[src/rtl/multicycle_alu.sv]
//------------------------------------------------------------------------------
// Module      : multicycle_alu
// Description : Registered multi-cycle ALU with start/ready/valid handshake.
//               Shifts iterate one bit per cycle. The optional shift-add
//               multiplier is built when MULTICYCLE_ALU_MUL_EN is defined.
// Revision    : 1.0 - initial release
//------------------------------------------------------------------------------
`default_nettype none

module multicycle_alu #(
  parameter int WIDTH     = 32,
  parameter int LUI_SHIFT = 12
) (
  input  logic             clk_i,
  input  logic             rst_n_i,
  input  logic             start_i,
  input  logic [3:0]       ALU_Operation_i,
  input  logic [WIDTH-1:0] A_i,
  input  logic [WIDTH-1:0] B_i,
  output logic             ready_o,
  output logic             valid_o,
  output logic [WIDTH-1:0] ALU_Result_o,
  output logic             Zero_o
);

  localparam int SHAMT_W = $clog2(WIDTH);
  localparam logic [SHAMT_W:0] CNT_ONE = (SHAMT_W+1)'(1);

  localparam logic [3:0] OP_ADD = 4'd0;
  localparam logic [3:0] OP_SUB = 4'd1;
  localparam logic [3:0] OP_OR  = 4'd2;
  localparam logic [3:0] OP_AND = 4'd3;
  localparam logic [3:0] OP_XOR = 4'd4;
  localparam logic [3:0] OP_LUI = 4'd5;
  localparam logic [3:0] OP_SLL = 4'd6;
  localparam logic [3:0] OP_SRL = 4'd7;
  localparam logic [3:0] OP_BEQ = 4'd8;
  localparam logic [3:0] OP_BNE = 4'd9;
`ifdef MULTICYCLE_ALU_MUL_EN
  localparam logic [3:0] OP_MUL  = 4'd10;
  localparam logic [SHAMT_W:0] CNT_MUL = (SHAMT_W+1)'(WIDTH);
`endif

  typedef enum logic [1:0] {
    ST_IDLE = 2'd0,
    ST_BUSY = 2'd1,
    ST_DONE = 2'd2
  } state_t;

  state_t             state_q, state_d;
  logic [3:0]         op_q, op_d;
  logic [WIDTH-1:0]   a_q, a_d;
  logic [WIDTH-1:0]   b_q, b_d;
  logic [WIDTH-1:0]   res_q, res_d;
  logic               zero_q, zero_d;
  logic               shift_q, shift_d;
  logic [SHAMT_W:0]   cnt_q, cnt_d;
`ifdef MULTICYCLE_ALU_MUL_EN
  logic [WIDTH-1:0]   acc_q, acc_d;
`endif

  logic [SHAMT_W-1:0] w_amt;
  logic [WIDTH-1:0]   w_step_a;
  logic [WIDTH-1:0]   w_final;

  always_comb begin
    w_amt    = B_i[SHAMT_W-1:0];
    w_step_a = a_q;
    w_final  = '0;
    state_d  = state_q;
    op_d     = op_q;
    a_d      = a_q;
    b_d      = b_q;
    res_d    = res_q;
    zero_d   = zero_q;
    shift_d  = shift_q;
    cnt_d    = cnt_q;
`ifdef MULTICYCLE_ALU_MUL_EN
    acc_d    = acc_q;
`endif

    // a_q is the working register: shifted value for SLL/SRL, multiplicand for MUL
    case (op_q)
      OP_SLL: if (shift_q) w_step_a = {a_q[WIDTH-2:0], 1'b0};
      OP_SRL: if (shift_q) w_step_a = {1'b0, a_q[WIDTH-1:1]};
`ifdef MULTICYCLE_ALU_MUL_EN
      OP_MUL: w_step_a = {a_q[WIDTH-2:0], 1'b0};
`endif
      default: ;
    endcase

    case (op_q)
      OP_ADD:         w_final = a_q + b_q;
      OP_SUB:         w_final = a_q - b_q;
      OP_OR:          w_final = a_q | b_q;
      OP_AND:         w_final = a_q & b_q;
      OP_XOR:         w_final = a_q ^ b_q;
      OP_LUI:         w_final = b_q << LUI_SHIFT;
      OP_SLL, OP_SRL: w_final = w_step_a;
      OP_BEQ:         w_final = b_q - a_q;
      OP_BNE:         w_final = {{(WIDTH-1){1'b0}}, (a_q == b_q)};
`ifdef MULTICYCLE_ALU_MUL_EN
      OP_MUL:         w_final = acc_q + (b_q[0] ? a_q : '0);
`endif
      default:        w_final = '0;
    endcase

    case (state_q)
      ST_IDLE: begin
        if (start_i) begin
          op_d    = ALU_Operation_i;
          a_d     = A_i;
          b_d     = B_i;
          shift_d = (w_amt != '0);
          cnt_d   = CNT_ONE;
          if ((ALU_Operation_i == OP_SLL || ALU_Operation_i == OP_SRL) && shift_d)
            cnt_d = {1'b0, w_amt};
`ifdef MULTICYCLE_ALU_MUL_EN
          if (ALU_Operation_i == OP_MUL) begin
            cnt_d = CNT_MUL;
            acc_d = '0;
          end
`endif
          state_d = ST_BUSY;
        end
      end
      ST_BUSY: begin
        a_d   = w_step_a;
        cnt_d = cnt_q - CNT_ONE;
`ifdef MULTICYCLE_ALU_MUL_EN
        if (op_q == OP_MUL) begin
          acc_d = w_final;
          b_d   = b_q >> 1;
        end
`endif
        if (cnt_q == CNT_ONE) begin
          res_d   = w_final;
          zero_d  = (w_final == '0);
          state_d = ST_DONE;
        end
      end
      ST_DONE: state_d = ST_IDLE;
      default: state_d = ST_IDLE;
    endcase
  end

  always_ff @(posedge clk_i or negedge rst_n_i) begin
    if (!rst_n_i) begin
      state_q <= ST_IDLE;
      op_q    <= '0;
      a_q     <= '0;
      b_q     <= '0;
      res_q   <= '0;
      zero_q  <= 1'b1;
      shift_q <= 1'b0;
      cnt_q   <= '0;
`ifdef MULTICYCLE_ALU_MUL_EN
      acc_q   <= '0;
`endif
    end else begin
      state_q <= state_d;
      op_q    <= op_d;
      a_q     <= a_d;
      b_q     <= b_d;
      res_q   <= res_d;
      zero_q  <= zero_d;
      shift_q <= shift_d;
      cnt_q   <= cnt_d;
`ifdef MULTICYCLE_ALU_MUL_EN
      acc_q   <= acc_d;
`endif
    end
  end

  assign ready_o      = (state_q == ST_IDLE);
  assign valid_o      = (state_q == ST_DONE);
  assign ALU_Result_o = res_q;
  assign Zero_o       = zero_q;

endmodule

`default_nettype wire

[config.mk]
export PLATFORM = sky130hd
export DESIGN_NAME = multicycle_alu
export DESIGN_NICKNAME = d
export VERILOG_FILES = /design/src/rtl/multicycle_alu.sv
export SDC_FILE = /design/constraint.sdc
export NUM_CORES = 1
export LEC_CHECK = 0
export CAP_MARGIN = 40
export CORE_MARGIN = 4
export CORE_UTILIZATION = 24
export DETAILED_ROUTE_END_ITERATION = 12
export GPL_ROUTABILITY_DRIVEN = 0
export HOLD_SLACK_MARGIN = 0.03
export PLACE_DENSITY = 0.4
export RECOVER_POWER = 50
export SLEW_MARGIN = 20
export SYNTH_ARGS = -nofsm -noshare
export SYNTH_HDL_FRONTEND = slang
export SYNTH_SLANG_ARGS = --single-unit
export TNS_END_PERCENT = 5
[constraint.sdc]
create_clock -name clk_i -period 8.9 [get_ports clk_i]
set_input_delay 2.67 -clock clk_i [delete_from_list [all_inputs] [get_ports clk_i]]
set_output_delay 2.67 -clock clk_i [all_outputs]
set_load 0.03 [all_outputs]
* Word-level counts from Yosys, hierarchy flattened
Index checks and enable logic that the tools add are counted.
** Storage, ports and cells
- Flip-flop bits (word level) :: 110
- Input port bits :: 71
- Logic and storage cells :: 56
** Cells by class
- Add/subtract/negate cells :: 4
- Eq/ne operators :: 17
- Muxes and demuxes :: 12
- Bitwise logic cells :: 3
- Reductions and logical operators :: 12
** Operators by type and width (number)
- $pmux 32 s9 :: 1
- $pmux 32 s2 :: 2
- $mux 32 :: 3
- $sub 32x32->32 :: 2
- $add 32x32->32 :: 1
- $and 32x32->32 :: 1
- $eq 32x32->1 :: 1
- $logic_not 32->1 :: 1
- $or 32x32->32 :: 1
- $xor 32x32->32 :: 1
- $eq 4x3->1 const B :: 6
- $pmux 6 s2 :: 1
- $eq 4x2->1 const B :: 2
- $eq 4x4->1 const B :: 2
- $reduce_and 2->1 :: 4
- $eq 6x1->1 const B :: 1
- $mux 6 :: 1
- $sub 6x1->6 const B :: 1
- $mux 5 :: 1
- $reduce_bool 5->1 :: 1
- $eq 4x1->1 const B :: 1
- $logic_not 4->1 :: 1
- $mux 2 :: 2
- $ne 2x2->1 const B :: 2
- other kinds (8) :: 8

* Longest topological paths before layout
- Depth after elaboration :: 6
- Depth in mapped cells :: 22

* Least setup slack after synthesis
OpenSTA, ideal clock, no wires.
- Kind :: reg-to-reg
- Start :: register op_q[2]
- End :: register zero_q (netlist: Zero_o)
- Setup time :: 0.062 ns
- Arrival time :: 4.666 ns
- Data required time :: 8.838 ns
- Path slack :: 4.172 ns
- Cell stages (with the launch flop) :: 23
- Buffers on the path :: 6
- Path through :: dfrtp_1 clkbuf_1 clkbuf_1 nor3_1 clkbuf_1 buf_1 nand2_1 clkbuf_1 nand2_1 xnor2_1 ha_1 clkbuf_1 and3_1 and2_1 o2bb2ai_1 o31ai_2 a21oi_1 a211o_1 a211oi_4 xnor2_1 a2111oi_2 nand4_1 nand2_1
** Between the ends
- Word-level cells in the longest chain between the ends :: 4
- Elaborated cells on any way between the ends :: 14
- Classes of those cells :: eq/ne: 9; mux: 2; reduce/logical: 3
** Ends and longest elaborated chain
- start: declaration :: RTL line 51 : logic [3:0] op_q, op_d;
- start signal: assignment :: RTL line 162 : op_q <= op_d;
- $eq 4x3->1 :: RTL line 83, 92
- $pmux 32 s2 or $reduce_or 2->1 (tied branches) :: RTL line 83, 92
- $pmux 32 s9 (*) :: RTL line 92 : case (op_q)
- $logic_not 32->1 (*) :: RTL line 138 : zero_d = (w_final == '0);
- end signal: assignment :: RTL line 166 : zero_q <= zero_d;
- end: declaration :: RTL line 55 : logic zero_q, zero_d;
Mark *: on every way between the ends. The rest lies on a longest branch, timed or not.
A chain may end at the register's enable or synchronous reset.

* Worst setup path in the final report
- Start :: register op_q[0]
- End :: register zero_q (netlist: Zero_o)
Same word-level chain as after synthesis.

==> flow_metrics.env <==
export IMPL_grt_antenna_before_repair=2
export IMPL_post_cts_buffers=0
export IMPL_yosysSeqAreaShare=0.230
export IMPL_syn_instance_count=1581
export IMPL_wirelength_met1_mm=26.2
export IMPL_status="finished with violations"
export IMPL_clock_latency_ns=0.39
export IMPL_final_layout_size_suffix_gt1_frac=0.0386
export IMPL_postCtsHoldBufs=0
export IMPL_fin_area_um2=14000
export IMPL_synth_edff_count=0
export IMPL_avgViaCountPerCell=5.30
export IMPL_ys_seq_elements=110
export IMPL_synth_area_um2=12000
export IMPL_crit_path_max_fanout=32
export IMPL_synth_async_sr_flop_share=1.00
export IMPL_ys_flop_type="dfrtp_1"
export IMPL_placedInstanceArea_um2=13700
export IMPL_grtUsageTotal=0.194
export IMPL_criticalPathCategory="flop to flop"
export IMPL_yosysMostFrequentCell="nand2_1"
export IMPL_final_antenna_net_count=0
export IMPL_timing_final_hold_violations=0
export IMPL_slew_headroom=-0.646
export IMPL_cts_root_buffer="clkbuf_16"
export IMPL_finalSetupTns_ns=0
export IMPL_multi_input_comb_area_um2=8530
export IMPL_vias=12200
export IMPL_ctsResizeCount=0
export IMPL_cts_tree="yes"
export IMPL_start_kind="flop"
export IMPL_io_pins=106
export IMPL_synth_distinct_cells=77
export IMPL_fin_crit_sh=0.774
export IMPL_layout_nets=1830
export IMPL_die_h_um=231
export IMPL_die_x_um=231
export IMPL_drt_first_pass_iters=5
export IMPL_grt_first_pass_wirelength_mm=78.5
export IMPL_clk_pin_slew_worst_paths_ns=0.08
export IMPL_drcViolationCount=0
export IMPL_grt_max_degree=63
export IMPL_cp_end_kind="flop"
export IMPL_register_area_um2=2760
export IMPL_ys_warn_count=0
export IMPL_drtIter0Drc=994
export IMPL_hold_path_class="flop to flop"
export IMPL_max_freq_mhz=145
export IMPL_numClockSinks=110
export IMPL_post_synth_main_area_contributors="dfrtp_1 (23%), ha_1 (13%), nand2_1 (6.5%)"
export IMPL_worst_pin_slew_ns=2.47
export IMPL_dp_hpwl_mm=42.7
export IMPL_setup_violations=0
export IMPL_yosysTopAreaCell="dfrtp_1"
export IMPL_fp_coreArea_um2=49200
export IMPL_drv_slew=229
export IMPL_start_util=0.244
export IMPL_io_buffer_count=105
export IMPL_worstPathArrival_ns=7.21
export IMPL_syn_mean_instance_area_um2=7.57
export IMPL_critPathRequiredTime_ns=9.22
export IMPL_die_area_um2=53500
export IMPL_rsz0062_at_grt="false"
export IMPL_dr_wl_met2_mm=22.5
export IMPL_max_cap_viol_count=6
export IMPL_nFillCells=5437
export IMPL_num_rows=81
export IMPL_first_global_vias=11800
export IMPL_grt_ovfl_total=0
export IMPL_antenna_cells=0
export IMPL_wl_per_cell_um=23.3
export IMPL_syn2layout_area_growth_pct=16.9
export IMPL_htreeDepth=3
export IMPL_syn_nets=1783
export IMPL_route_met3_wl_mm=3.39
export IMPL_final_setup_skew_ns=0.0138
export IMPL_period_minus_slack_ns=6.89
export IMPL_top_layer="met5"
export IMPL_violations="max-capacitance violations, max-slew violations"
export IMPL_yosysTopAreaCellShare=0.228
export IMPL_clockBufferDepth=2
export IMPL_numCtsBuffers=9
export IMPL_wl_mm=53.5
export IMPL_fin_util=0.285
export IMPL_synth_common_cells="nand2_1 (208), nor2_1 (169), ha_1 (129)"
stage by stage:
step,setup WS (ns),hold WS (ns),cells
final,2.01,0.455,2296
after global routing,1.60,0.484,2296
after CTS,3.34,0.461,2295
after detailed placement,3.38,0.451,2280
after global placement,3.30,0.453,2278
after floorplan,4.17,0.449,1581
flip-flops by register name, indices dropped and copies added, names as in the netlist:
register,count
ALU_Result_o,32
a_q,32
b_q,32
cnt_q,6
op_q,4
state_q,2
Zero_o,1
shift_q,1
area by class of cell:
type / instances / area share
repair buffers: 132 / 0.0890
clock inverters: 1 / 0.000537
well taps: 664 / 0.0594
multi-input cells: 1279 / 0.609
inverters: 96 / 0.0258
flip-flops and latches: 110 / 0.197
clock buffers: 14 / 0.0189
metal layers:
layer	vias to the layer above	GRT usage
li1	5788	-
met1	5887	0.289
met2	447	0.287
met3	52	0.0324
met4	2	0.0558
met5	-	0
placed cells by master, fill, tap and decap left out, drive strengths merged, types with 20 or more instances in the layout:
| cell | n |
|---|---|
| nand2 | 208 |
| nor2 | 169 |
| ha | 129 |
| o21ai | 115 |
| a21oi | 109 |
| dfrtp | 109 |
| clkdlybuf4s50 | 103 |
| inv | 95 |
| xnor2 | 56 |
| nor3 | 43 |
| a221o | 40 |
| mux2i | 38 |
| a211oi | 25 |
| nand3 | 24 |
| buf | 23 |
| o31ai | 22 |
| nor4 | 21 |
| nor2b | 21 |
| nand4 | 20 |
critical path, stage by stage (launching register included):
cell,delay (ns)
dfrtp_2,0.39
buf_4,0.27
nor3_2,0.14
clkbuf_1,1.42
nand2_1,0.83
buf_8,0.38
o21ai_0,0.30
inv_1,0.09
ha_1,0.27
nor2b_1,0.14
o2111ai_1,0.39
a21oi_1,0.22
o31ai_2,0.38
a21oi_1,0.22
a211o_1,0.38
a211oi_4,0.22
xnor2_1,0.12
a2111oi_2,0.41
nand4_1,0.13
nand2_1,0.09
final timing paths:
kind	end	slack, ns	from	cells after the start
worst max-delay path	Zero_o	2.01	op_q[0]	19
worst min-delay path	Zero_o	0.45	Zero_o	2
worst max register to register	Zero_o	2.01	op_q[0]	19
worst min register to register	Zero_o	0.45	Zero_o	2
max in group asynchronous	ALU_Result_o[25]	2.76	rst_n_i	2
min in group asynchronous	op_q[0]	3.03	rst_n_i	1
cells by family after synthesis:
| group | count (synthesis) | synth area share |
|---|---|---|
| adders and majority gates | 131 | 0.138 |
| DFF | 110 | 0.230 |
| muxes | 39 | 0.0327 |
| xor gates and xnor gates | 71 | 0.0526 |
| and+or+nand+nor | 571 | 0.221 |
| buffers and inverters | 192 | 0.0606 |
| AOI/OAI and AO/OA | 467 | 0.264 |
Power is not shown: default switching activity piles up to over one toggle a cycle in this logic, so the estimate is an artifact.
